### src/rtl/lin_mask_counter.sv
// Multi-mask linear-approximation hit counter: message-side parities wait in a FIFO until the matching ciphertext arrives.
// Optional status outputs (err, fifo_level) are enabled by defining LIN_MASK_COUNTER_STATUS_EN.
module lin_mask_counter #(
    parameter int DATA_W       = 64,
    parameter int NUM_MASKS    = 4,
    parameter int NUM_MESSAGES = 1024,
    parameter int FIFO_DEPTH   = 32,
    localparam int CNT_W       = $clog2(NUM_MESSAGES + 1),
    localparam int LVL_W       = $clog2(FIFO_DEPTH) + 1
) (
    input  logic                          clk,
    input  logic                          rst_n,
    input  logic                          start,
    input  logic [NUM_MASKS*DATA_W-1:0]   mask_i,
    input  logic [NUM_MASKS*DATA_W-1:0]   mask_o,
    input  logic                          msg_valid,
    input  logic [DATA_W-1:0]             message,
    output logic                          msg_ready,
    input  logic                          ct_valid,
    input  logic [DATA_W-1:0]             ciphertext,
    output logic [NUM_MASKS*CNT_W-1:0]    counter,
    output logic                          busy,
    output logic                          valid
`ifdef LIN_MASK_COUNTER_STATUS_EN
    ,
    output logic [1:0]                    err,
    output logic [LVL_W-1:0]              fifo_level
`endif
);

    localparam int AW = $clog2(FIFO_DEPTH);

    typedef enum logic [1:0] {IDLE, RUN, DONE} state_t;

    state_t                         state_reg;
    logic [NUM_MASKS*DATA_W-1:0]    mask_i_reg;
    logic [NUM_MASKS*DATA_W-1:0]    mask_o_reg;
    logic [NUM_MASKS-1:0]           fifo_mem [FIFO_DEPTH];
    logic [AW:0]                    wr_ptr_reg;
    logic [AW:0]                    rd_ptr_reg;
    logic [CNT_W-1:0]               acc_cnt_reg;
    logic [CNT_W-1:0]               cons_cnt_reg;
    logic [NUM_MASKS-1:0]           hit_reg;
    logic                           hit_valid_reg;
    logic                           hit_last_reg;
    logic [NUM_MASKS*CNT_W-1:0]     counter_reg;
    logic                           busy_reg;
    logic                           valid_reg;
    logic                           msg_ready_reg;

    logic [NUM_MASKS-1:0]           msg_par;
    logic [NUM_MASKS-1:0]           ct_par;
    logic                           fifo_empty;
    logic                           fifo_full;
    logic                           accept;
    logic                           pop;
    logic                           push;

    generate
        for (genvar gi = 0; gi < NUM_MASKS; gi++) begin : g_par
            assign msg_par[gi] = ^(message    & mask_i_reg[gi*DATA_W +: DATA_W]);
            assign ct_par[gi]  = ^(ciphertext & mask_o_reg[gi*DATA_W +: DATA_W]);
        end
    endgenerate

    assign fifo_empty = (wr_ptr_reg == rd_ptr_reg);
    assign fifo_full  = (wr_ptr_reg[AW] != rd_ptr_reg[AW]) &&
                        (wr_ptr_reg[AW-1:0] == rd_ptr_reg[AW-1:0]);
    assign accept     = msg_valid & msg_ready_reg;
    assign pop        = (state_reg == RUN) & ct_valid & ~fifo_empty;
    // A pop in the same cycle frees the slot, so a push into a full FIFO still lands.
    assign push       = accept & (~fifo_full | pop);

    // Storage has no reset; the read is combinational because its result is registered into hit_reg.
    always_ff @(posedge clk) begin
        if (push) begin
            fifo_mem[wr_ptr_reg[AW-1:0]] <= msg_par;
        end
    end

`ifdef LIN_MASK_COUNTER_STATUS_EN
    logic [1:0] err_reg;
    logic       overflow;
    logic       underflow;

    assign overflow   = accept & fifo_full & ~pop;
    assign underflow  = (state_reg == RUN) & ct_valid & fifo_empty;
    assign err        = err_reg;
    assign fifo_level = wr_ptr_reg - rd_ptr_reg;
`endif

    always_ff @(posedge clk) begin
        if (!rst_n) begin
            state_reg     <= IDLE;
            mask_i_reg    <= '0;
            mask_o_reg    <= '0;
            wr_ptr_reg    <= '0;
            rd_ptr_reg    <= '0;
            acc_cnt_reg   <= '0;
            cons_cnt_reg  <= '0;
            hit_reg       <= '0;
            hit_valid_reg <= 1'b0;
            hit_last_reg  <= 1'b0;
            counter_reg   <= '0;
            busy_reg      <= 1'b0;
            valid_reg     <= 1'b0;
            msg_ready_reg <= 1'b0;
`ifdef LIN_MASK_COUNTER_STATUS_EN
            err_reg       <= 2'b00;
`endif
        end else if (start && state_reg != RUN) begin
            state_reg     <= RUN;
            mask_i_reg    <= mask_i;
            mask_o_reg    <= mask_o;
            wr_ptr_reg    <= '0;
            rd_ptr_reg    <= '0;
            acc_cnt_reg   <= '0;
            cons_cnt_reg  <= '0;
            hit_valid_reg <= 1'b0;
            hit_last_reg  <= 1'b0;
            counter_reg   <= '0;
            busy_reg      <= 1'b1;
            valid_reg     <= 1'b0;
            msg_ready_reg <= 1'b1;
`ifdef LIN_MASK_COUNTER_STATUS_EN
            err_reg       <= 2'b00;
`endif
        end else if (state_reg == RUN) begin
            if (accept) begin
                acc_cnt_reg <= acc_cnt_reg + CNT_W'(1);
                if (acc_cnt_reg == CNT_W'(NUM_MESSAGES - 1)) begin
                    msg_ready_reg <= 1'b0;
                end
            end
            if (push) begin
                wr_ptr_reg <= wr_ptr_reg + (AW+1)'(1);
            end
            if (pop) begin
                rd_ptr_reg   <= rd_ptr_reg + (AW+1)'(1);
                cons_cnt_reg <= cons_cnt_reg + CNT_W'(1);
                hit_reg      <= fifo_mem[rd_ptr_reg[AW-1:0]] ^ ct_par;
            end
            hit_valid_reg <= pop;
            hit_last_reg  <= pop && (cons_cnt_reg == CNT_W'(NUM_MESSAGES - 1));
            if (hit_valid_reg) begin
                for (int k = 0; k < NUM_MASKS; k++) begin
                    counter_reg[k*CNT_W +: CNT_W] <= counter_reg[k*CNT_W +: CNT_W] + CNT_W'(hit_reg[k]);
                end
            end
            // The run closes on the edge that folds in the final hit.
            if (hit_last_reg) begin
                state_reg <= DONE;
                busy_reg  <= 1'b0;
                valid_reg <= 1'b1;
            end
`ifdef LIN_MASK_COUNTER_STATUS_EN
            if (overflow) begin
                err_reg[0] <= 1'b1;
            end
            if (underflow) begin
                err_reg[1] <= 1'b1;
            end
`endif
        end
    end

    assign counter   = counter_reg;
    assign busy      = busy_reg;
    assign valid     = valid_reg;
    assign msg_ready = msg_ready_reg;

endmodule

### config.mk
export PLATFORM = sky130hd
export DESIGN_NAME = lin_mask_counter
export DESIGN_NICKNAME = d
export VERILOG_FILES = /design/src/rtl/lin_mask_counter.sv
export SDC_FILE = /design/constraint.sdc
export NUM_CORES = 2
export LEC_CHECK = 0
export CORE_AREA = 2 2 267 269
export CTS_CLUSTER_SIZE = 8
export DETAILED_ROUTE_END_ITERATION = 16
export DIE_AREA = 0 0 269 271
export PLACE_DENSITY = 0.83
export RECOVER_POWER = 100
export SETUP_SLACK_MARGIN = 0.3
export SLEW_MARGIN = 10
export SYNTH_ARGS = -nofsm -noshare
export SYNTH_HDL_FRONTEND = slang
export SYNTH_SLANG_ARGS = --single-unit
export TNS_END_PERCENT = 100
### constraint.sdc
create_clock -name clk -period 3.5 [get_ports clk]
set_input_delay 0.7 -clock clk [delete_from_list [all_inputs] [get_ports clk]]
set_output_delay 0.7 -clock clk [all_outputs]
set_load 0.1 [all_outputs]
==> results by group <==
Floorplanning
  – Initial Util: 0.487
  – Core box area: 69,800 sq um
  – Die area: ~73,000 sq um
  – Ports: 692
  – Die height: around 270 microns
  – Core Rows: 97
  – Die W: 269 microns

Critical path
  – Worst path cell trace: dlygate4sd3_1, nand2_1, xnor2_1, xnor2_1, xnor2_1, xnor2_1, xnor2_1, xnor2_2, clkbuf_2
  – Worst Setup SP: message[4]
  – Crit-path max FO: 32
  – CP max-delay cell: dlygate4sd3_1
  – CP peak stage delay: 0.76 ns
  – Crit start category: input pin
  – Flop-to-flop setup slack: 0.46 ns
  – Req. time, crit path: roughly 3.9 ns
  – Buf+Inv Stages, Crit Path: 2
  – CP Class: in2reg
  – Most frequent CP cell: xnor2_1
  – Crit end category: flop
  – Reg2reg start: state_reg[0]$_SDFFE_PN0P_
  – CP delay by family, top: XOR/XNOR gates
  – Worst Path Arrival: 3.54 ns
  – FF-to-FF End: mask_o_reg[181]$_SDFFE_PN0P_
  – R2R cell count: 5

STA
  – Final min period: 3.18 ns
  – Hold Vio Cnt, Final: 0
  – Pins Over Slew Limit: between 200 and 300
  – Fmax: between 300 and 400 MHz
  – Ratio of final minimum period to clock period: 0.907
  – Final setup fails: 0
  – Slew headroom: -0.230
  – Setup TNS: 0 ns
  – RSZ-0062 raised after global routing: no
  – Worst Tran Pin Value: 1.85 ns
  – Fin worst setup slack: 0.324 ns
  – Clock Skew: 0.0275 ns

CTS
  – Sink Count: 732
  – Worst skew pair latency: 0.67 ns
  – CTS max path bufs: 3
  – Setup Buffers After CTS: 0
  – Post-CTS resize count: 0
  – CTS root buf: clkbuf_16
  – Htree depth: 3
  – Num CTS Buffers: 101
  – TritonCTS clock tree: built
  – Clock-pin slew on the worst setup and hold paths: roughly 0.050 ns
  – Hold_buf cts: 0

Placement
  – GP Congestion: 0.991
  – Post-DP HPWL: 93,700 microns
  – PortBufs: ~700
  – Placed cell area: 41,800 sq um
  – Post-Place Worst Slack: 0.180 ns

Synth
  – EDFF count, synth: approximately 130
  – Yosys warns: 0
  – Register area share after synthesis: 0.469
  – Most common flop cell mapped by yosys: dfxtp_1
  – #FFs+latches synth: 732
  – Syn Nets: 4,556
  – Mean post-synth cell area: between 8 and 9 sq um
  – Async SR Flop Fraction: 0
  – Mapped Cells: ~3,900
  – Synth unique cells: 40
  – Netlist Area Pre-Place: 34,000 sq um

Power and ir drop
  – PD cells: around 540 nW/um^2
  – Max VDD drop: 0.556 mV
  – Leakage: between 0.015 and 0.02 uW
  – Power, Total: 24,100 uW

Drt
  – WL final: about 120,000 microns
  – Wire per inst: 22.3 microns
  – Via density per instance: 5.45
  – Final antenna-violating net count: 0
  – First-pass DRT Iterations: 5
  – Initial DRC Count: 3,854
  – Vias: 30,100
  – DR DRC count: 0

Min path
  – Hold crit path type: in2reg
  – Hold EP: state_reg[0]$_SDFFE_PN0P_
  – Min-delay src: rst_n
  – WHS Path Cells: 3

Finish
  – Layout cells sized above 1: 0.0392
  – Final #Nets: 5,205
  – # fillers: 5,661
  – Design Area, Final: roughly 44,000 sq um
  – Layout overhead on the synthesized area: 30.8%

Run
  – Max Cap Viol: 2

Global route
  – First-pass GRT wire length: 178,000 microns
  – Largest net degree at the start of global routing: 246
  – Vias in the first global route: around 29,000
  – GRT Residual Overflow: 0
  – Initial antenna violation count: 21
  – Total track usage: 0.329

Outcome
  – Status: complete, but fails checks
  – Violated checks: capacitance limit, slew limit
==> final cells by class <==
| cell class | count | area, sq um | area share |
|---|---|---|---|
| diodes | 19 | 47.5 | 0.00107 |
| clock buffers | 122 | 2610 | 0.0586 |
| clock inverters | 8 | 149 | 0.00335 |
| inverters | 5 | 18.8 | 0.000422 |
| multi-input cells | 2962 | 17200 | 0.387 |
| flip-flops and latches | 732 | 15900 | 0.359 |
| well taps | 940 | 1180 | 0.0265 |
| repair buffers | 743 | 7330 | 0.165 |
==> power by group <==
| group | switching (uW) | internal (uW) | total (uW) |
|---|---|---|---|
| sequential | 240 | 9990 | 10200 |
| combinational | 2800 | 2160 | 4970 |
| clock | 3690 | 5180 | 8870 |
==> how the worst max path moves through the flow <==
stage / to / slack, ns / cells past startpoint
after floorplan: fifo_mem[0][0]$_DFFE_PP_ / 0.63 / 7
after global placement: fifo_mem[16][1]$_DFFE_PP_ / 0.15 / 9
after detailed placement: fifo_mem[19][1]$_DFFE_PP_ / 0.18 / 9
after CTS: counter[14] / 0.51 / 1
after global routing: mask_o_reg[181]$_SDFFE_PN0P_ / 0.28 / 5
final: fifo_mem[20][3]$_DFFE_PP_ / 0.32 / 9
==> cells in the final DEF, fill, tap and decap left out, types with 2 or more instances in the layout <==
cell,count
a21boi_0,513
a21oi_1,29
a31oi_1,3
and3_1,17
and4_1,2
buf_12,11
buf_4,32
buf_6,2
clkbuf_1,42
clkbuf_16,101
clkbuf_2,2
clkbuf_4,2
clkdlybuf4s50_1,639
clkinv_16,3
dfxtp_1,604
diode_2,19
dlygate4sd3_1,33
edfxtp_1,128
ha_1,15
inv_1,5
inv_6,2
mux2i_1,7
mux4_1,24
mux4_2,16
nand2_1,1604
nand3_1,8
nand3b_1,3
nand4_1,14
nor2_1,100
nor2b_1,2
o21ai_0,17
o22ai_1,4
or3_1,17
or3b_2,2
xnor2_1,392
xnor3_1,4
xor2_1,163
==> through the flow <==
step | util | instances | hold WS, ns
2_1_floorplan | - | 3896 | 0.444
3_3_place_gp | 0.599 | 5382 | 0.451
3_5_place_dp | 0.599 | 5382 | 0.457
4_1_cts | 0.639 | 5512 | 0.412
5_1_grt | 0.637 | 5526 | 0.429
6_report | 0.637 | 5531 | 0.438
==> metal layers <==
layer | routed length, microns | global-route usage
met2 | 55400 | 0.500
met3 | 13800 | 0.0854
met1 | 49000 | 0.444
met4 | 5330 | 0.136
met5 | 75 | 0
==> Yosys cell counts, types with 2 or more instances <==
| cell type | n | area (sq um) |
|---|---|---|
| mux4_2 | 16 | 360 |
| dfxtp_1 | 604 | 12100 |
| buf_1 | 11 | 41.3 |
| edfxtp_1 | 128 | 3840 |
| nor2b_1 | 2 | 12.5 |
| o21ai_0 | 17 | 85.1 |
| xnor2_1 | 393 | 3440 |
| mux2i_1 | 7 | 70.1 |
| a31oi_1 | 3 | 18.8 |
| xnor3_1 | 4 | 90.1 |
| xor2_1 | 163 | 1430 |
| buf_6 | 3 | 33.8 |
| or3b_2 | 2 | 17.5 |
| and4_1 | 2 | 17.5 |
| nand4_1 | 14 | 87.6 |
| ha_1 | 15 | 188 |
| nand3_1 | 8 | 40.0 |
| inv_1 | 5 | 18.8 |
| mux4_1 | 24 | 631 |
| or3_1 | 17 | 106 |
| nand3b_1 | 3 | 22.5 |
| a21oi_1 | 29 | 145 |
| nor2_1 | 100 | 375 |
| nand2_1 | 1604 | 6020 |
| o22ai_1 | 4 | 25.0 |
| clkbuf_8 | 4 | 55.1 |
| a21boi_0 | 513 | 3850 |
| clkbuf_1 | 173 | 649 |
| and3_1 | 17 | 106 |
==> cells by family (layout without fill, tap and decap cells) <==
kind of cell / Yosys count / count (layout) / synth area share
simple gates: 1773 / 1773 / 0.201
flops: 732 / 732 / 0.469
compound gates: 567 / 567 / 0.122
xor+xnor: 560 / 560 / 0.146
buf+inv: 202 / 878 / 0.0256
mux: 47 / 47 / 0.0312
fa+ha+maj: 15 / 15 / 0.00552
other cells: 0 / 19 / 0
==> tightest hold or removal path: cells and delay by family <==
family	cells	cell delay (ns)
AO/OA/AOI/OAI	2	0.15
buffers and inverters	1	0.18
(Power assumes the default switching activity.)
